==> src/rtl/game_pkg.sv <==
// Shared encodings and screen constants for the pipe-dodging game.
package game_pkg;

    typedef enum logic [1:0] {
        ST_IDLE = 2'd0,
        ST_PLAY = 2'd1,
        ST_OVER = 2'd2
    } state_t;

    localparam logic [11:0] Y_FLOOR_DEF = 12'd460;
    localparam logic [11:0] BIRD_W      = 12'd16;
    localparam logic [11:0] PIPE_W      = 12'd40;
    localparam logic [15:0] BCD_MAX     = 16'h9999;

endpackage

==> src/rtl/bcd_add_sat.sv <==
// 4-digit BCD plus 0..3 with saturation at 9999; purely combinational.
module bcd_add_sat
    import game_pkg::*;
(
    input  logic [15:0] a_i,
    input  logic [1:0]  inc_i,
    output logic [15:0] sum_o
);

    logic [15:0] sum_raw;
    logic [4:0]  carry;
    logic [4:0]  dig;

    always_comb begin
        sum_raw = '0;
        carry   = {3'b000, inc_i};
        dig     = '0;
        for (int i = 0; i < 4; i++) begin
            dig = {1'b0, a_i[4*i +: 4]} + carry;
            if (dig > 5'd9) begin
                sum_raw[4*i +: 4] = 4'(dig - 5'd10);
                carry             = 5'd1;
            end else begin
                sum_raw[4*i +: 4] = dig[3:0];
                carry             = 5'd0;
            end
        end
        // A carry out of the top digit means the true sum passed 9999.
        sum_o = (carry != 5'd0) ? BCD_MAX : sum_raw;
    end

endmodule

==> src/rtl/game_flow_ctrl.sv <==
// Game sequencer: IDLE/PLAY/OVER FSM, frame tick, button edge, pass scoring and best score.
// State/score/best update one clock after the qualifying cycle; restart/flap are same-cycle pulses.
module game_flow_ctrl
    import game_pkg::*;
#(
    parameter int unsigned TICK_DIV  = 1000000,
    parameter int unsigned OVER_HOLD = 60,
    parameter logic [11:0] Y_FLOOR   = Y_FLOOR_DEF
) (
    input  logic        clk,
    input  logic        rst,
    input  logic        btn_start,
    input  logic        hit,
    input  logic [11:0] bpos_x,
    input  logic [11:0] bpos_y,
    input  logic [11:0] pippos_x1,
    input  logic [11:0] pippos_x2,
    input  logic [11:0] pippos_x3,
    output logic [1:0]  state,
    output logic        run_en,
    output logic        frame_tick,
    output logic        restart,
    output logic        flap,
    output logic        game_over,
    output logic [15:0] score,
    output logic [15:0] best
);

    localparam int unsigned CW = (TICK_DIV > 1) ? $clog2(TICK_DIV) : 1;
    localparam int unsigned HW = (OVER_HOLD > 0) ? $clog2(OVER_HOLD + 1) : 1;
    localparam logic [CW-1:0] TICK_LAST = CW'(TICK_DIV - 1);
    localparam logic [HW-1:0] HOLD_MAX  = HW'(OVER_HOLD);

    state_t            state_q, state_d;
    logic [CW-1:0]     tick_cnt_q, tick_cnt_d;
    logic [HW-1:0]     hold_q, hold_d;
    logic [15:0]       score_q, score_d;
    logic [15:0]       best_q, best_d;
    logic [2:0][11:0]  prev_x_q, prev_x_d;
    logic              btn_meta_q, btn_sync_q, btn_prev_q, btn_edge_q;

    logic [2:0][11:0]  pipe_x;
    logic [2:0]        pass;
    logic [1:0]        n_pass;
    logic [15:0]       score_inc;
    logic              collide;
    logic              btn_edge;

    assign pipe_x     = {pippos_x3, pippos_x2, pippos_x1};
    assign frame_tick = (tick_cnt_q == TICK_LAST);
    assign tick_cnt_d = frame_tick ? '0 : tick_cnt_q + CW'(1);
    assign btn_edge   = btn_edge_q;
    assign collide    = hit || (bpos_y >= Y_FLOOR);

    // A pipe counts once, on the tick its x moves from right of the bird to at/left of it.
    always_comb begin
        for (int i = 0; i < 3; i++) begin
            pass[i] = (prev_x_q[i] > bpos_x) && (pipe_x[i] <= bpos_x);
        end
        n_pass = {1'b0, pass[0]} + {1'b0, pass[1]} + {1'b0, pass[2]};
    end

    bcd_add_sat u_score_add (
        .a_i   (score_q),
        .inc_i (n_pass),
        .sum_o (score_inc)
    );

    always_comb begin
        state_d  = state_q;
        score_d  = score_q;
        best_d   = best_q;
        prev_x_d = prev_x_q;
        hold_d   = hold_q;
        restart  = 1'b0;
        flap     = 1'b0;
        case (state_q)
            ST_IDLE: begin
                if (btn_edge) begin
                    restart  = 1'b1;
                    score_d  = '0;
                    prev_x_d = pipe_x;
                    state_d  = ST_PLAY;
                end
            end
            ST_PLAY: begin
                flap = btn_edge;
                if (frame_tick) begin
                    prev_x_d = pipe_x;
                    if (collide) begin
                        state_d = ST_OVER;
                        hold_d  = '0;
                        if (score_q > best_q) begin
                            best_d = score_q;
                        end
                    end else begin
                        score_d = score_inc;
                    end
                end
            end
            ST_OVER: begin
                if (frame_tick && (hold_q < HOLD_MAX)) begin
                    hold_d = hold_q + HW'(1);
                end
                if ((hold_q == HOLD_MAX) && btn_edge) begin
                    restart  = 1'b1;
                    score_d  = '0;
                    prev_x_d = pipe_x;
                    state_d  = ST_PLAY;
                end
            end
            default: state_d = ST_IDLE;
        endcase
    end

    always_ff @(posedge clk or posedge rst) begin
        if (rst) begin
            state_q    <= ST_IDLE;
            tick_cnt_q <= '0;
            hold_q     <= '0;
            score_q    <= '0;
            best_q     <= '0;
            prev_x_q   <= '0;
            btn_meta_q <= 1'b0;
            btn_sync_q <= 1'b0;
            btn_prev_q <= 1'b0;
            btn_edge_q <= 1'b0;
        end else begin
            state_q    <= state_d;
            tick_cnt_q <= tick_cnt_d;
            hold_q     <= hold_d;
            score_q    <= score_d;
            best_q     <= best_d;
            prev_x_q   <= prev_x_d;
            btn_meta_q <= btn_start;
            btn_sync_q <= btn_meta_q;
            btn_prev_q <= btn_sync_q;
            btn_edge_q <= btn_sync_q & ~btn_prev_q;
        end
    end

    assign state     = state_q;
    assign run_en    = (state_q == ST_PLAY);
    assign game_over = (state_q == ST_OVER);
    assign score     = score_q;
    assign best      = best_q;

endmodule

==> config.mk <==
export PLATFORM = sky130hd
export DESIGN_NAME = game_flow_ctrl
export DESIGN_NICKNAME = d
export VERILOG_FILES = /design/src/rtl/game_pkg.sv /design/src/rtl/bcd_add_sat.sv /design/src/rtl/game_flow_ctrl.sv
export SDC_FILE = /design/constraint.sdc
export NUM_CORES = 1
export LEC_CHECK = 0
export ABC_AREA = 1
export BUFFER_PORTS_ARGS = -buffer_cell sky130_fd_sc_hd__buf_2
export CORE_MARGIN = 3
export CORE_UTILIZATION = 40
export CTS_CLUSTER_DIAMETER = 120
export DETAILED_ROUTE_END_ITERATION = 10
export GPL_TIMING_DRIVEN = 0
export PLACE_DENSITY_LB_ADDON = 0.05
export REMOVE_ABC_BUFFERS = 1
export SYNTH_ARGS = -nofsm -noshare
export SYNTH_HDL_FRONTEND = slang
export SYNTH_SLANG_ARGS = --single-unit
==> constraint.sdc <==
create_clock -name clk -period 5.2 [get_ports clk]
set_clock_uncertainty 0.1 [all_clocks]
set_input_delay 0.26 -clock clk [delete_from_list [all_inputs] [get_ports clk]]
set_output_delay 0.26 -clock clk [all_outputs]
set_load 0.05 [all_outputs]
==> run summary, run 1 <==
Status: complete, but fails checks
Failing checks: negative setup slack
TritonCTS Sinks: 100
Worst Tran Pin Value: 0.908 ns
Cell mode on critical path: nand2_2
Yosys warns: 0
Layout area overhead: 23.9%
Post-synthesis sequential area ratio: 36.0%
Initial DRT Pass Iterations: 4
Async SR Flop Fraction: 100%
Hold crit path type: in -> reg
Starting Density: 41.4%
Total die area: 19000 sq um
Post-route DRC: 0
Final hold violation count: 0
Critical path arrival: 5.69 ns
Longest Clk Path Bufs: 2
Vias in the first global route: 5552
CTS tree: done
Peak fanout along the critical path: 3
Layout Cells excl Fill: 1248
Die height: 138 um
Drt wl/cell: 13.2 um
DR iter-0 viols: 245
Syn Area/Cell: 7.80 sq um
CP max-delay cell: fa_2
Total power: 0.00216 W
IO Port Bufs: 100
H-tree depth: 3
Hold_sp: pippos_x1[0]
Critical Path Max Stage Delay: 0.55 ns
RSZ-0062 raised after global routing: yes
Chip Width: 138 um
Hpwl dp: 11900 um
Hold slack: 0.0230 ns
Primary FF master, synth: dfrtp_1
Initial antenna violation count: 0
Cell with the most instances after synthesis: nand2_1
Synth top cells by count: 221 x nand2_1, 128 x inv_1, 102 x ha_1
Final Max Tran Viols: 0
Fin crit share: 106%
EDFF count, synth: 0
Clk slew on worst S/H paths: 0.07 ns
Pleak: 4.42 nW
CP Capture Type: flip-flop
Final setup fails: 16
Inst Count DP: 1201
Core area: 16800 sq um
Reg2reg start: prev_x_q[35]$_DFFE_PP0P_
Largest net degree at the start of global routing: 61
Max-slew headroom: 39.2%
Via density: 4.73
CP Class: reg -> reg
MaxCap Viol Count: 0
First-pass GRT wire length: 27400 um
GRT Overall Usage: 18.1%
Share of post-route cells with drive strength above 1: 22.5%
Min Tclk post-route: 5.51 ns
Number of CTS-inserted buffers: 9
Synth cell types: 37
Post-synth top area share: 36.0%
Critical path launch point type: flip-flop
Mapped Cells: 891
Clock Root Buffer: clkbuf_16
Setup WS pre-CTS: -1.74 ns
Worst vdd ir: 0.000164 V
Fillers: 1632
Worst EP required: 5.38 ns
# IOs: 103
Gpl congestion: 0.818
Final worst setup slack: -0.307 ns
Aggregate global routing overflow: 0
Top area cells in the synthesized netlist: dfrtp_1 36%, ha_1 18%, nand2_1 12%
Routed vias: 5909
Later-pin clock latency in the skew report: 0.35 ns
Yosys top cell by area: dfrtp_1
PwrDens: 251 nW/um^2
Routed wire length: 16500 um
Rows: 47
Yosys reg bits: 100
Fmax: 182 MHz
CP Launch Point: prev_x_q[35]$_DFFE_PP0P_
Synth Cell Area: 6950 sq um
Nets@finish: 1191
Inserted Diodes: 0
Antenna viol nets, final: 0
Setup TNS: -4.38 ns
==> layout by cell type (no fill, tap or decap), types with 28 or more instances in the layout <==
master   instances
dfrtp_1        100
nand3_1         35
a21oi_1         47
ha_1            87
nor2_1          67
buf_4           28
nand2_1        206
buf_2          100
o21ai_0         59
inv_1          118
==> critical path: cells and delay by family (launching register included) <==
kind | cells | cell delay, ns
adders and majority gates | 10 | 2.42
DFF | 1 | 0.42
buffers and inverters | 5 | 0.35
AOI/OAI and AO/OA | 5 | 0.62
and+or+nand+nor | 18 | 1.48
==> through the flow <==
stage / utilization, % / instance area [sq um]
floorplan: - / 6860
global placement: 45.6 / 7640
detailed placement: 45.9 / 7690
CTS: 50.2 / 8410
global route: 51.3 / 8600
finish: 51.3 / 8600
==> final timing paths <==
kind	end	slack, ns	depth (start not counted)
worst max-delay path	score[7]$_DFFE_PP0P_	-0.31	38
worst min-delay path	prev_x_q[0]$_DFFE_PP0P_	0.02	3
worst max register to register	score[7]$_DFFE_PP0P_	-0.31	38
worst min register to register	btn_sync_q$_DFF_PP0_	0.25	0
max in group asynchronous	prev_x_q[25]$_DFFE_PP0P_	3.90	4
min in group asynchronous	tick_cnt_q[1]$_DFF_PP0_	0.40	3
==> metal layers <==
layer	global-route usage (%)	share of wire, %	wire (um)	vias to the layer above
met1	26.5	51	8390	2659
li1	-	-	-	3150
met4	3.95	0.61	100	0
met2	27.8	44	7300	93
met5	0	0	0	-
met3	3.36	4.4	733	7
==> timing repair <==
action / CTS / global route
buffers inserted: 22 / 9
pin swaps: 30 / 34
endpoints found under the setup margin: 16 / 16
gates cloned: 0 / 0
gates resized for setup: 58 / 28
hold endpoints to repair: 41 / 0
hold buffers: 2 / 0
==> sequential cells by signal, indices dropped and copies added, names as in the netlist <==
register    count
btn_meta_q      1
btn_prev_q      1
btn_edge        1
prev_x_q       36
btn_sync_q      1
tick_cnt_q     20
hold_q          6
best           16
state           2
score          16
==> area by class of cell <==
| type | count | area, sq um | area share (%) |
|---|---|---|---|
| Multi-Input combinational cell | 646 | 4200 | 48.8 |
| Sequential cell | 100 | 2500 | 29.1 |
| Timing Repair Buffer | 133 | 790 | 9.18 |
| Inverter | 133 | 518 | 6.02 |
| Tap cell | 220 | 275 | 3.20 |
| Clock buffer | 12 | 246 | 2.86 |
| Clock inverter | 4 | 72.6 | 0.843 |
==> power by group <==
group | total (W) | internal [W] | switching, W
Combinational | 0.000491 | 0.000218 | 0.000273
Clock | 0.000745 | 0.000435 | 0.000310
Sequential | 0.000927 | 0.000868 | 0.0000587
Total | 0.00216 | 0.00152 | 0.000642
==> logic make-up (layout without fill, tap and decap cells) <==
family          Yosys count  count (layout)  share of synthesized area [%]
xor+xnor                 23              23                           2.90
compound gates          134             134                           10.0
buf+inv                 145             282                           8.38
simple gates            385             385                           23.7
fa+ha+maj               104             104                           19.0
flops                   100             100                           36.0
Note: power is estimated with default switching activity, not from simulation.
==> inputs of run 2 (changes only) <==
- BUFFER_PORTS_ARGS: -buffer_cell sky130_fd_sc_hd__buf_2 -> unset
- DONT_BUFFER_PORTS: unset -> 1
- SKIP_CTS_REPAIR_TIMING: unset -> 1
==> run summary, run 2 (synthesized netlist as in run 1, its figures left out) <==
Status: complete, but fails checks
Failing checks: negative setup slack
Peak fanout along the critical path: 7 (+4)
IO Port Bufs: 0 (-100%)
Top Registers: prev_x_q: 36 flops, tick_cnt_q: 20 flops
PwrDens: 253 nW/um^2 (+0.69%)
CP Launch Point: prev_x_q[34]$_DFFE_PP0P_
Hold slack: 0.261 ns (+0.238 ns)
Die height: 138 um (unchanged)
Longest Clk Path Bufs: 2 (unchanged)
# IOs: 103 (unchanged)
CTS tree: done
Met1 Wirelength: 8140 um (-3.0%)
Layout area overhead: 18.3%
Commonest non-fill, non-tap cell in the layout: nand2_1
Worst vdd ir: 0.000174 V (+6.5%)
Via density: 4.97 (+5.0%)
Post-route DRC: 0 (unchanged)
Met2 wire length: 7690 um (+5.4%)
Starting Density: 41.4% (unchanged)
Pleak: 4.03 nW (-8.6%)
Final setup fails: 16 (unchanged)
Routed wire length: 16800 um (+1.9%)
Total net switching power: 0.000629 W (-2.1%)
Worst Tran Pin Value: 1.31 ns (+0.400 ns)
H-tree depth: 3 (unchanged)
Routed vias: 5815 (-1.6%)
Top layer reached by signal wires: met4
Sw frac: 30.2% (+0.53 points)
Clock power share: 32.6% (-1.9 points)
MaxCap Viol Count: 0 (unchanged)
Register bank with the most flops: prev_x_q
Vias in the first global route: 5419 (-2.4%)
Max-slew headroom: 12.5% (-27 points)
CP max-delay cell: fa_1
Met3 wire length: 873 um (+19%)
Crit Reg-Reg Endpoint: score[13]$_DFFE_PP0P_
Most frequent cells in the layout: 211 x nand2_1, 122 x inv_1, 100 x dfrtp_1, 92 x ha_1, 69 x nor2_1
TritonCTS Sinks: 100 (unchanged)
Core area: 16800 sq um (unchanged)
Antenna viol nets, final: 0 (unchanged)
Critical path arrival: 5.94 ns (+0.25 ns)
Inst Count DP: 1102 (-8.2%)
FF-to-FF path depth: 36 (-5.3%)
Min Tclk post-route: 5.76 ns (+0.249 ns)
RSZ-0062 raised after global routing: yes
Share of post-route cells with drive strength above 1: 10.0% (-12 points)
Final worst setup slack: -0.556 ns (-0.249 ns)
Max reg flops: 36 (unchanged)
Setup WS pre-CTS: -1.83 ns (-0.0895 ns)
Crit path to: score[13]$_DFFE_PP0P_
GRT Overall Usage: 17.4% (-0.67 points)
Rows: 47 (unchanged)
Worst EP required: 5.39 ns (about the same)
Clock Root Buffer: clkbuf_16
Hold crit path type: reg -> reg
First-pass GRT wire length: 26400 um (-3.7%)
Number of CTS-inserted buffers: 9 (unchanged)
Final Max Tran Viols: 0 (unchanged)
Critical path launch point type: flip-flop
Critical Path Max Stage Delay: 0.44 ns (-0.11 ns)
Fin crit share: 111% (+4.8 points)
Largest net degree at the start of global routing: 58 (-4.9%)
Sequential Power Share: 44.5% (+1.7 points)
Initial antenna violation count: 0 (unchanged)
CP Capture Type: flip-flop
Aggregate global routing overflow: 0 (unchanged)
Chip Width: 138 um (unchanged)
Gpl congestion: 0.802 (-2.0%)
Clk slew on worst S/H paths: 0.07 ns (about the same)
Final hold violation count: 0 (unchanged)
Nets@finish: 1113 (-6.5%)
Setup TNS: -8.16 ns (-3.78 ns)
DR iter-0 viols: 304 (+24%)
Hold_sp: btn_meta_q$_DFF_PP0_
Cell internal pwr: 0.00145 W (-4.6%)
CP Class: reg -> reg
Comb power frac: 22.9% (+0.2 points)
Initial DRT Pass Iterations: 5 (+1)
Total die area: 19000 sq um (unchanged)
Drt wl/cell: 14.4 um (+8.7%)
Reg2reg start: prev_x_q[34]$_DFFE_PP0P_
Cell mode on critical path: ha_4
Reg-to-reg slack, setup: -0.56 ns (-0.25 ns)
Inserted Diodes: 0 (unchanged)
Hpwl dp: 12400 um (+3.6%)
Layout Cells excl Fill: 1170 (-6.3%)
Later-pin clock latency in the skew report: 0.35 ns (about the same)
Fmax: 174 MHz (-4.3%)
-- run 2: power groups by stage --
stage / Sequential, W / Clock, W / Combinational, W
after floorplan: 0.000923 / 0 / 0.000316
after global placement: 0.000936 / 0 / 0.000397
after detailed placement: 0.000937 / 0 / 0.000419
after CTS: 0.000923 / 0.000708 / 0.000422
after global routing: 0.000937 / 0.000737 / 0.000561
final: 0.000927 / 0.000678 / 0.000477
-- run 2: critical path: cells and delay by family, from the launching register on --
| kind | cells | cell delay [ns] |
|---|---|---|
| AND/OR/NAND/NOR | 19 | 2.03 |
| adder cells (fa/ha/maj) | 10 | 2.33 |
| flip-flops | 1 | 0.42 |
| XOR/XNOR | 2 | 0.33 |
| buffers and inverters | 2 | 0.10 |
| AO/OA/AOI/OAI | 3 | 0.38 |
-- run 2: how the worst min path moves through the flow --
stage	endpoint	cells after the start
final	btn_sync_q$_DFF_PP0_	0
after global routing	btn_sync_q$_DFF_PP0_	0
after CTS	prev_x_q[8]$_DFFE_PP0P_	1
after detailed placement	prev_x_q[8]$_DFFE_PP0P_	1
after global placement	btn_meta_q$_DFF_PP0_	0
after floorplan	btn_meta_q$_DFF_PP0_	0
-- run 2: cell type report --
type,count,area (sq um)
clock buffers,12,236
clock inverters,4,50.0
fillers,1641,8540
inverters,133,507
multi-input cells,646,4090
flip-flops and latches,100,2500
well taps,220,275
repair buffers,55,561
-- run 2: metrics by stage --
| step | power [W] | area, sq um | util [%] |
|---|---|---|---|
| floorplan | 0.00124 | 6860 | - |
| detailed placement | 0.00136 | 7220 | 43.1 |
| global route | 0.00224 | 8220 | 49.0 |
| finish | 0.00208 | 8220 | 49.0 |
| global placement | 0.00133 | 7140 | 42.6 |
| CTS | 0.00205 | 7500 | 44.8 |
-- run 2: routing by layer --
| metal | GRT usage [%] | vias to the layer above |
|---|---|---|
| met3 | 4.71 | 8 |
| met2 | 28.0 | 87 |
| met1 | 23.8 | 2711 |
| li1 | - | 3009 |
| met5 | 0 | - |
| met4 | 3.24 | 0 |
==> inputs of run 3 (changes only) <==
- CELL_PAD_IN_SITES_DETAIL_PLACEMENT: unset -> 0
- CELL_PAD_IN_SITES_GLOBAL_PLACEMENT: unset -> 2
- CORE_UTILIZATION: 40 -> 34
==> run summary, run 3 (synthesized netlist as in run 1, its figures left out) <==
CP Class: reg -> reg
Clk slew on worst S/H paths: 0.07 ns (about the same)
Sw frac: 30.0% (-0.19 points)
Drt wl/cell: 15.0 um (+4.0%)
Met1 Use GR: 23.0% (-0.85 points)
IO Port Bufs: 0 (unchanged)
CP max-delay cell: fa_1
Peak fanout along the critical path: 7 (unchanged)
Final Max Tran Viols: 0 (unchanged)
Critical Path Max Stage Delay: 0.44 ns (about the same)
Final setup fails: 16 (unchanged)
Worst EP required: 5.39 ns (about the same)
DR iter-0 viols: 239 (-21%)
Global routing usage on met2: 26.3% (-1.7 points)
Top Registers: prev_x_q: 36 flops, tick_cnt_q: 20 flops
Routed vias: 5841 (+0.45%)
Reg-to-reg slack, setup: -0.54 ns (about the same)
Worst vdd ir: 0.000152 V (-13%)
Most frequent cells in the layout: 207 x nand2_1, 122 x inv_1, 100 x dfrtp_1, 89 x ha_1, 62 x nor2_1
Max-slew headroom: 11.8% (-0.70 points)
TritonCTS Sinks: 100 (unchanged)
Longest Clk Path Bufs: 2 (unchanged)
Die height: 149 um (+8.1%)
Hold slack: 0.254 ns (-0.00746 ns)
Register bank with the most flops: prev_x_q
Met3 usage: 4.53% (-0.18 points)
Clock Root Buffer: clkbuf_16
Rows: 51 (+8.5%)
# IOs: 103 (unchanged)
Initial DRT Pass Iterations: 4 (-1)
Fillers: 2044 (+25%)
Sequential Power Share: 43.7% (-0.8 points)
Hpwl dp: 13200 um (+6.5%)
Layout area overhead: 20.6%
Failing checks: negative setup slack
Total power: 0.00213 W (+2.2%)
CTS tree: done
Clock power share: 33.1% (+0.5 points)
Critical path launch point type: flip-flop
Later-pin clock latency in the skew report: 0.35 ns (about the same)
Max reg flops: 36 (unchanged)
Setup TNS: -7.93 ns (+0.232 ns)
Final worst setup slack: -0.542 ns (+0.0139 ns)
Commonest non-fill, non-tap cell in the layout: nand2_1
Via density: 4.80 (-3.5%)
Initial antenna violation count: 0 (unchanged)
Comb power frac: 23.2% (+0.3 points)
Cell internal pwr: 0.00149 W (+2.5%)
Cell mode on critical path: ha_4
Nets@finish: 1116 (+0.27%)
RSZ-0062 raised after global routing: yes
Chip Width: 149 um (+8.1%)
Post-route DRC: 0 (unchanged)
Fin crit share: 110% (-0.27 points)
PwrDens: 254 nW/um^2 (+0.37%)
Fmax: 174 MHz (+0.24%)
Inserted Diodes: 0 (unchanged)
H-tree depth: 3 (unchanged)
Min Tclk post-route: 5.74 ns (-0.0139 ns)
CP Capture Type: flip-flop
Vias in the first global route: 5777 (+6.6%)
Aggregate global routing overflow: 0 (unchanged)
Total net switching power: 0.000639 W (+1.6%)
GRT Overall Usage: 16.7% (-0.74 points)
Total die area: 22200 sq um (+17%)
GRT busiest layer: met2
Pleak: 4.07 nW (+0.82%)
Status: complete, but fails checks
Largest net degree at the start of global routing: 61 (+5.2%)
Critical path arrival: 5.93 ns (about the same)
Starting Density: 35.1% (-6.3 points)
Routed wire length: 18200 um (+8.3%)
First-pass GRT wire length: 29600 um (+12%)
Gpl congestion: 0.800 (-0.25%)
Worst Tran Pin Value: 1.32 ns (+0.0105 ns)
Share of post-route cells with drive strength above 1: 12.1% (+2.1 points)
Antenna viol nets, final: 0 (unchanged)
Core area: 19800 sq um (+18%)
Final hold violation count: 0 (unchanged)
Number of CTS-inserted buffers: 9 (unchanged)
Hold crit path type: reg -> reg
MaxCap Viol Count: 0 (unchanged)
[run 3: changes by cell type in the layout (fill, tap and decap cells not counted), moves of 2 or more]
cell / delta
buf_4: +4
clkbuf_1: -2
clkbuf_8: +2
ha_1: -3
ha_4: +3
nand2_1: -4
nand2_2: +4
nor2_1: -7
nor2_2: +7
[run 3: metrics by stage]
stage / instances / util [%] / setup slack (ns) / cell area, sq um
4_1_cts: 1162 / 38.2 / -1.98 / 7550
3_3_place_gp: 1144 / 36.4 / -1.90 / 7190
5_1_grt: 1218 / 42.3 / -0.901 / 8370
3_5_place_dp: 1146 / 36.6 / -2.04 / 7250
2_1_floorplan: 879 / - / -0.599 / 6860
6_report: 1218 / 42.3 / -0.542 / 8370
[run 3: final timing paths]
| check | from | endpoint | cells past startpoint |
|---|---|---|---|
| worst max register to register | prev_x_q[10]$_DFFE_PP0P_ | score[14]$_DFFE_PP0P_ | 36 |
| min in group asynchronous | rst | tick_cnt_q[2]$_DFF_PP0_ | 2 |
| max in group asynchronous | rst | prev_x_q[13]$_DFFE_PP0P_ | 3 |
| worst max-delay path | prev_x_q[10]$_DFFE_PP0P_ | score[14]$_DFFE_PP0P_ | 36 |
| worst min-delay path | btn_meta_q$_DFF_PP0_ | btn_sync_q$_DFF_PP0_ | 0 |
| worst min register to register | btn_meta_q$_DFF_PP0_ | btn_sync_q$_DFF_PP0_ | 0 |
[run 3: cell type report]
cell class	count	area (sq um)	share of cell area, %
tap	265	332	3.96
timing repair buffer	58	563	6.72
sequential	100	2500	29.9
clock buffer	12	256	3.06
clock inverter	4	47.5	0.568
inverter	133	514	6.14
multi-input combinational	646	4160	49.7
[run 3: routing by layer]
| metal | wire, um | vias up |
|---|---|---|
| met5 | 0 | - |
| met4 | 284 | 0 |
| met3 | 1050 | 19 |
| met2 | 8280 | 110 |
| met1 | 8610 | 2708 |
| li1 | - | 3004 |
[run 3: power groups by stage]
stage / sequential (W) / clock, W / combinational, W
after floorplan: 0.000923 / 0 / 0.000316
after global placement: 0.000937 / 0 / 0.000403
after detailed placement: 0.000936 / 0 / 0.000420
after CTS: 0.000921 / 0.000742 / 0.000424
after global routing: 0.000939 / 0.000773 / 0.000597
final: 0.000929 / 0.000704 / 0.000494
[run 3: critical path, delay by kind of cell (launching register included)]
kind / cells / cell delay, ns
AOI/OAI and AO/OA: 3 / 0.48
xor gates and xnor gates: 2 / 0.33
adders and majority gates: 10 / 2.32
buffers and inverters: 4 / 0.26
DFF: 1 / 0.42
and+or+nand+nor: 17 / 1.76
